===== config.mk =====
export PLATFORM = sky130hd
export DESIGN_NAME = yarp_instr_encode
export DESIGN_NICKNAME = d
export VERILOG_FILES = /design/src/rtl/yarp_instr_encode.sv
export SDC_FILE = /design/constraint.sdc
export NUM_CORES = 1
export LEC_CHECK = 0
export ABC_AREA = 1
export BUFFER_PORTS_ARGS = -buffer_cell sky130_fd_sc_hd__buf_2
export CAP_MARGIN = 20
export CORE_AREA = 8 8 135 137
export CTS_BUF_LIST = sky130_fd_sc_hd__clkbuf_4
export DETAILED_ROUTE_END_ITERATION = 8
export DIE_AREA = 0 0 143 145
export GPL_TIMING_DRIVEN = 0
export PLACE_DENSITY = 0.74
export SLEW_MARGIN = 20
export SYNTH_ARGS = -nofsm -noshare
export SYNTH_HDL_FRONTEND = slang
export SYNTH_SLANG_ARGS = --single-unit
export TNS_END_PERCENT = 20

===== constraint.sdc =====
create_clock -name clk -period 1.7 [get_ports clk]
set_clock_uncertainty 0.2 [all_clocks]
set_input_delay 0.34 -clock clk [delete_from_list [all_inputs] [get_ports clk]]
set_output_delay 0.34 -clock clk [all_outputs]
set_load 0.005 [all_outputs]

===== src/rtl/yarp_instr_encode.sv =====
`default_nettype none
// ============================================================================
// yarp_instr_encode : streaming RV32I field packer with load-address tagging
// Optional: YARP_ENC_IMM_CHECK_EN compiles in immediate range checking.
// Revision: 1.0
// ============================================================================
module yarp_instr_encode #(
  parameter logic [31:0] BASE_ADDR   = 32'h0000_0000,
  parameter int unsigned DEPTH_WORDS = 1024
) (
  input  logic        clk,
  input  logic        reset_n,
  input  logic        in_valid_i,
  output logic        in_ready_o,
  input  logic [2:0]  fmt_i,
  input  logic [6:0]  op_i,
  input  logic [4:0]  rd_i,
  input  logic [4:0]  rs1_i,
  input  logic [4:0]  rs2_i,
  input  logic [2:0]  funct3_i,
  input  logic [6:0]  funct7_i,
  input  logic [31:0] imm_i,
  output logic        out_valid_o,
  input  logic        out_ready_i,
  output logic [31:0] instr_o,
  output logic [31:0] addr_o,
  output logic        err_o
);

  localparam logic [2:0]  FMT_R     = 3'd0;
  localparam logic [2:0]  FMT_I     = 3'd1;
  localparam logic [2:0]  FMT_S     = 3'd2;
  localparam logic [2:0]  FMT_B     = 3'd3;
  localparam logic [2:0]  FMT_U     = 3'd4;
  localparam logic [2:0]  FMT_J     = 3'd5;
  localparam logic [31:0] NOP_WORD  = 32'h0000_0013;
  localparam logic [31:0] LAST_ADDR = BASE_ADDR + 32'(4 * (DEPTH_WORDS - 1));

  logic [31:0] enc_word;
  logic        enc_err;
  logic        imm_bad;

`ifdef YARP_ENC_IMM_CHECK_EN
  logic sx11;
  logic sx12;
  logic sx20;
  assign sx11 = (&imm_i[31:11]) | ~(|imm_i[31:11]);
  assign sx12 = (&imm_i[31:12]) | ~(|imm_i[31:12]);
  assign sx20 = (&imm_i[31:20]) | ~(|imm_i[31:20]);

  always_comb begin
    imm_bad = 1'b0;
    case (fmt_i)
      FMT_I, FMT_S: imm_bad = !sx11;
      FMT_B:        imm_bad = !sx12 || imm_i[0];
      FMT_U:        imm_bad = |imm_i[11:0];
      FMT_J:        imm_bad = !sx20 || imm_i[0];
      default:      imm_bad = 1'b0;
    endcase
  end
`else
  logic unused_imm0;
  assign unused_imm0 = imm_i[0];
  assign imm_bad     = 1'b0;
`endif

  always_comb begin
    enc_word = NOP_WORD;
    enc_err  = imm_bad;
    case (fmt_i)
      FMT_R: enc_word = {funct7_i, rs2_i, rs1_i, funct3_i, rd_i, op_i};
      FMT_I: enc_word = {imm_i[11:0], rs1_i, funct3_i, rd_i, op_i};
      FMT_S: enc_word = {imm_i[11:5], rs2_i, rs1_i, funct3_i, imm_i[4:0], op_i};
      FMT_B: enc_word = {imm_i[12], imm_i[10:5], rs2_i, rs1_i, funct3_i,
                         imm_i[4:1], imm_i[11], op_i};
      FMT_U: enc_word = {imm_i[31:12], rd_i, op_i};
      FMT_J: enc_word = {imm_i[20], imm_i[10:1], imm_i[11], imm_i[19:12], rd_i, op_i};
      default: enc_err = 1'b1;
    endcase
  end

  logic        main_valid_q, main_valid_d;
  logic [31:0] main_instr_q, main_instr_d;
  logic [31:0] main_addr_q,  main_addr_d;
  logic        skid_valid_q, skid_valid_d;
  logic [31:0] skid_instr_q, skid_instr_d;
  logic [31:0] skid_addr_q,  skid_addr_d;
  logic        skid_err_q,   skid_err_d;
  logic [31:0] addr_cnt_q,   addr_cnt_d;
  logic        err_q,        err_d;
  logic        accept;
  logic        drain;

  assign accept = in_valid_i && !skid_valid_q;
  assign drain  = main_valid_q && out_ready_i;

  always_comb begin
    main_valid_d = main_valid_q;
    main_instr_d = main_instr_q;
    main_addr_d  = main_addr_q;
    skid_valid_d = skid_valid_q;
    skid_instr_d = skid_instr_q;
    skid_addr_d  = skid_addr_q;
    skid_err_d   = skid_err_q;
    addr_cnt_d   = addr_cnt_q;
    err_d        = err_q;

    if (accept) begin
      addr_cnt_d = (addr_cnt_q == LAST_ADDR) ? BASE_ADDR : addr_cnt_q + 32'd4;
    end

    // The sticky error rises only when the offending word reaches the main register.
    if (!main_valid_q || drain) begin
      if (skid_valid_q) begin
        main_valid_d = 1'b1;
        main_instr_d = skid_instr_q;
        main_addr_d  = skid_addr_q;
        err_d        = err_q | skid_err_q;
        skid_valid_d = 1'b0;
      end else if (accept) begin
        main_valid_d = 1'b1;
        main_instr_d = enc_word;
        main_addr_d  = addr_cnt_q;
        err_d        = err_q | enc_err;
      end else begin
        main_valid_d = 1'b0;
      end
    end else if (accept) begin
      skid_valid_d = 1'b1;
      skid_instr_d = enc_word;
      skid_addr_d  = addr_cnt_q;
      skid_err_d   = enc_err;
    end
  end

  always_ff @(posedge clk or negedge reset_n) begin
    if (!reset_n) begin
      main_valid_q <= 1'b0;
      main_instr_q <= 32'd0;
      main_addr_q  <= BASE_ADDR;
      skid_valid_q <= 1'b0;
      skid_instr_q <= 32'd0;
      skid_addr_q  <= BASE_ADDR;
      skid_err_q   <= 1'b0;
      addr_cnt_q   <= BASE_ADDR;
      err_q        <= 1'b0;
    end else begin
      main_valid_q <= main_valid_d;
      main_instr_q <= main_instr_d;
      main_addr_q  <= main_addr_d;
      skid_valid_q <= skid_valid_d;
      skid_instr_q <= skid_instr_d;
      skid_addr_q  <= skid_addr_d;
      skid_err_q   <= skid_err_d;
      addr_cnt_q   <= addr_cnt_d;
      err_q        <= err_d;
    end
  end

  assign in_ready_o  = !skid_valid_q;
  assign out_valid_o = main_valid_q;
  assign instr_o     = main_instr_q;
  assign addr_o      = main_addr_q;
  assign err_o       = err_q;

endmodule
`default_nettype wire


==> Yosys cells after proc, flatten, opt, wreduce, memory -nomap -nowiden <==
Index checks and enable logic that the tools add are counted.
{ "totals": {"out_inout_bits": 67, "reg_bits": 164, "elab_cells": 43} }
{ "op_classes": {"n_reduce_logical": 11, "n_eq_ne": 6, "add_sub_neg": 1, "muxes": 13, "n_bitwise": 3} }
{ "op_table": {"columns": ["operator", "n"], "rows": [
  ["$pmux W32 S6", 1],
  ["$mux W32", 5],
  ["$add A32 B3 Y32 const B", 1],
  ["$eq A32 B12 Y1 const B", 1],
  ["$mux W1", 7],
  ["$eq A3 B2 Y1 const B", 2],
  ["$eq A3 B3 Y1 const B", 2],
  ["$reduce_or A6 Y1", 1],
  ["$reduce_and A2 Y1", 2],
  ["$reduce_bool A2 Y1", 2],
  ["$eq A3 B1 Y1 const B", 1],
  ["$logic_not A3 Y1", 1],
  ["$logic_and A1 B1 Y1", 2],
  ["$logic_not A1 Y1", 2],
  ["$or A1 B1 Y1", 2],
  ["$logic_or A1 B1 Y1", 1],
  ["$not A1 Y1", 1]
]} }

==> Longest topological paths before layout <==
{ "logic_depth": {"ltp_word": 6, "depth_mapped": 10} }

==> Least setup slack after synthesis <==
OpenSTA, ideal clock, no wires.
{ "synth_path": {"kind": "flip-flop to flip-flop", "start": "register addr_cnt_q[2]", "end": "register addr_cnt_q[24]", "setup_ns": 0.113, "slack_ns": 0.068, "synth_period_minus_slack_ns": 1.632, "t_arrival_ns": 1.319, "path_stages_with_launch": 9, "required_ns": 1.387, "cell_sequence": "dfrtp_1 > ha_1 > inv_1 > nor2_1 > nand3_1 > nor2_1 > nand4_1 > nand2_1 > inv_1"} }
{ "synth_between": {"elab_chain_len": 2} }
{ "synth_lines": {"columns": ["item", "line", "rtl"], "rows": [
  ["start: declaration", "89", "logic [31:0] addr_cnt_q, addr_cnt_d;"],
  ["start signal: assignment", "155", "addr_cnt_q <= addr_cnt_d;"],
  ["$add A32 B3 Y32 or $eq A32 B12 Y1 (tied branches)", "109", "addr_cnt_d = (addr_cnt_q == LAST_ADDR) ? BASE_ADDR : addr_cnt_q + 32'd4;"],
  ["$mux W32 (*)", "109", null]
]} }
Every way passes the cells marked *; elsewhere a longest branch is shown, timed or not.
A chain may end at the register's enable or synchronous reset.

==> Final worst setup path <==
{ "layout_path": {"start": "register skid_valid_q", "end": "output port in_ready_o"} }
{ "layout_between": {"elab_chain_len": 1} }
{ "layout_lines": {"columns": ["item", "line", "rtl"], "rows": [
  ["start: declaration", "85", "logic skid_valid_q, skid_valid_d;"],
  ["start signal: assignment", "151", "skid_valid_q <= skid_valid_d;"],
  ["$logic_not A1 Y1", "160", "assign in_ready_o = !skid_valid_q;"],
  ["end: declaration", "14", "output logic in_ready_o,"]
]} }
Every way passes these cells.

==> flow_metrics.env <==
export IMPL_status="complete, but fails checks"
export IMPL_violations="negative setup slack"
export IMPL_max_cap_viol_count=0
export IMPL_vias_per_cell=5.41
export IMPL_area_growth_pct=35.9
export IMPL_clk_path_buf_depth=2
export IMPL_syn_instance_count=1039
export IMPL_setup_viol=109
export IMPL_insertedDiodeCount=0
export IMPL_die_x_um=143
export IMPL_dp_hpwl_um=17200
export IMPL_relSlewSlack=0.662
export IMPL_grt_max_degree=99
export IMPL_synth_cell_types=31
export IMPL_grt_first_pass_wirelength_um=40700
export IMPL_nNetsFinal=1367
export IMPL_worstPathRequired_ns=1.16
export IMPL_globalplace_congestion=0.970
export IMPL_synth_edf_count=0
export IMPL_whs_ns=0.0900
export IMPL_drc=0
export IMPL_cts_root_buf="clkbuf_4"
export IMPL_setup_slack_ns=-0.217
export IMPL_stdcell_count=1527
export IMPL_antenna_found_initial=0
export IMPL_fin_util=0.660
export IMPL_grt_pass1_vias=8017
export IMPL_h_tree_depth=4
export IMPL_post_drt_wl_per_cell_um=17.0
export IMPL_dieArea_um2=20700
export IMPL_clk_latency_ns=0.57
export IMPL_ys_dominant_reg_cell="dfrtp_1"
export IMPL_yosysTopAreaCell="dfrtp_1"
export IMPL_vias=8259
export IMPL_crit_fanout=2
export IMPL_final_hold_viol_count=0
export IMPL_worstPathArrival_ns=1.38
export IMPL_io_pin_count=138
export IMPL_rsz0062_at_grt="true"
export IMPL_yosysTopAreaCellShare=0.503
export IMPL_yosys_warnings=0
export IMPL_io_buffers=133
export IMPL_critPathCaptureType="primary output"
export IMPL_tns_ns=-6.37
export IMPL_peakVddDrop_mv=0.675
export IMPL_cts_tree="built"
export IMPL_drtIter0Drc=562
export IMPL_dp_cells=1394
export IMPL_start_kind="flop"
export IMPL_hp_class="input pin to asynchronous set/reset pin"
export IMPL_core_um2=16200
export IMPL_die_h_um=145
export IMPL_fill_cells=1315
export IMPL_clk_pin_slew_worst_paths_ns=0.13
export IMPL_wl_um=26000
export IMPL_path_class="flop to primary output"
export IMPL_min_period_over_period=1.13
export IMPL_yosys_register_bits=158
export IMPL_synth_cell_area_um2=7860
export IMPL_dr_pass1_iters=5
export IMPL_cts_sinks=158
export IMPL_grt_usage=0.245
export IMPL_drive_above_1_share=0.264
export IMPL_clock_fmax_mhz=522
export IMPL_power_density_nw_per_um2=1020
export IMPL_period_minus_slack_ns=1.92
export IMPL_start_util=0.486
export IMPL_ys_async_sr_fraction=1.00
export IMPL_ys_seq_area_frac=0.503
export IMPL_row_count=47
export IMPL_worst_pin_slew_ns=0.506
export IMPL_cts_inserted_buffers=17
export IMPL_syn_area_per_cell_um2=7.56
export IMPL_ys_top_cells_by_area="dfrtp_1 (50%), nand2_1 (17%), nor2_1 (6.6%)"
export IMPL_ant_nets=0
export IMPL_leakage_nw=5.16
export IMPL_drv_slew=0
export IMPL_grt_ovfl_total=0
## metal layers
layer,wire (um),global-route usage,vias up,share of wire
met3,2070,0.0535,40,0.080
met2,12800,0.412,357,0.49
li1,-,-,3870,-
met5,0,0,-,0
met1,10700,0.304,3992,0.41
met4,431,0.0787,0,0.017
## report_power, final
group / switching [mW] / internal [mW] / total, mW
combinational: 1.96 / 1.48 / 3.44
sequential: 0.562 / 4.56 / 5.12
clock: 1.35 / 1.01 / 2.36
## through the flow
step	setup WS, ns	cell area, um^2	total power [mW]
after detailed placement	-0.416	8840	7.74
final	-0.217	10700	10.9
after floorplan	0.0677	7860	6.63
after CTS	-0.296	10100	10.5
after global routing	-0.315	10700	11.6
after global placement	-2.31	8800	7.65
## state kept, by name, summed over array words and instances, names as in the netlist
| name | count |
|---|---|
| instr_o | 32 |
| skid_valid_q | 1 |
| addr_o | 30 |
| skid_err_q | 1 |
| skid_instr_q | 32 |
| err_o | 1 |
| addr_cnt_q | 30 |
| out_valid_o | 1 |
| skid_addr_q | 30 |
## synthesized netlist by cell type (6+ instances only)
library cell  instances
a21oi_1              26
a31oi_1              44
buf_2                27
buf_4                 6
clkbuf_1             12
dfrtp_1             158
inv_1                61
inv_2                 6
nand2_1             348
nand3_1              65
nand4_1              13
nor2_1              139
nor3_1                6
o21ai_0              61
o21ai_1              34
## logic make-up (layout without fill, tap and decap cells)
family,count (synthesis),count (layout),share of synthesized area
simple gates,585,585,0.304
buf+inv,121,388,0.0701
flops,158,158,0.503
compound gates,166,166,0.113
other cells,1,2,0.000477
fa+ha+maj,1,1,0.00159
xor+xnor,6,6,0.00669
mux,1,1,0.00127
## cells in the final DEF (no fill, tap or decap), types with 2 or more instances in the layout
cell type	instances
nor2_1	118
clkinv_2	3
inv_1	56
inv_6	2
clkinv_4	3
dlygate4sd3_1	66
nor2_4	16
nand3_2	4
buf_8	9
nand2_2	10
nand2_1	337
o21ai_1	39
nand3_4	2
o21ai_2	15
conb_1	2
nor3_1	2
dfrtp_2	12
clkbuf_2	5
clkinv_1	3
dfrtp_1	146
a21oi_1	25
xor2_1	5
buf_2	143
buf_4	40
buf_6	11
o21ai_0	41
buf_12	5
nor2_2	15
nand3_1	60
a31oi_1	44
nand4_1	13
clkbuf_16	4
inv_2	6
bufinv_16	3
clkbuf_4	21
clkinvlp_4	4
nor3_2	4
## worst paths after layout
kind | start | cells past startpoint | slack, ns | end
worst min register to register | skid_instr_q[0] | 2 | 0.29 | skid_instr_q[0]
worst max register to register | skid_valid_q | 9 | -0.19 | skid_instr_q[31]
max in group asynchronous | reset_n | 3 | 0.38 | addr_o[2]
min in group clk | fmt_i[0] | 4 | 0.11 | skid_instr_q[7]
worst min-delay path | reset_n | 2 | 0.09 | instr_o[28]
worst max-delay path | skid_valid_q | 4 | -0.22 | in_ready_o
## critical path, cell delays in order (launching register included)
cell,delay (ns)
dfrtp_2,0.45
inv_6,0.04
buf_6,0.11
buf_8,0.11
buf_6,0.10
## cell type report
| cell class | count | area, um^2 | share of cell area |
|---|---|---|---|
| Clock buffer | 18 | 135 | 0.0127 |
| Inverter | 68 | 280 | 0.0263 |
| Timing Repair Buffer | 237 | 1740 | 0.163 |
| Tap cell | 220 | 275 | 0.0258 |
| Multi-Input combinational cell | 761 | 3640 | 0.341 |
| Clock inverter | 13 | 149 | 0.0139 |
| Sequential cell | 158 | 3970 | 0.372 |
| Buffer | 52 | 490 | 0.0459 |
## timing repair
item	4_1_cts	5_1_grt
hold buffers	66	0
buffers inserted	17	16
gates cloned	0	4
endpoints found under the setup margin	144	205
resized for setup	76	128
pin swaps	8	16
endpoints found under the hold margin	223	0
Note: power is estimated with default switching activity, not from simulation.
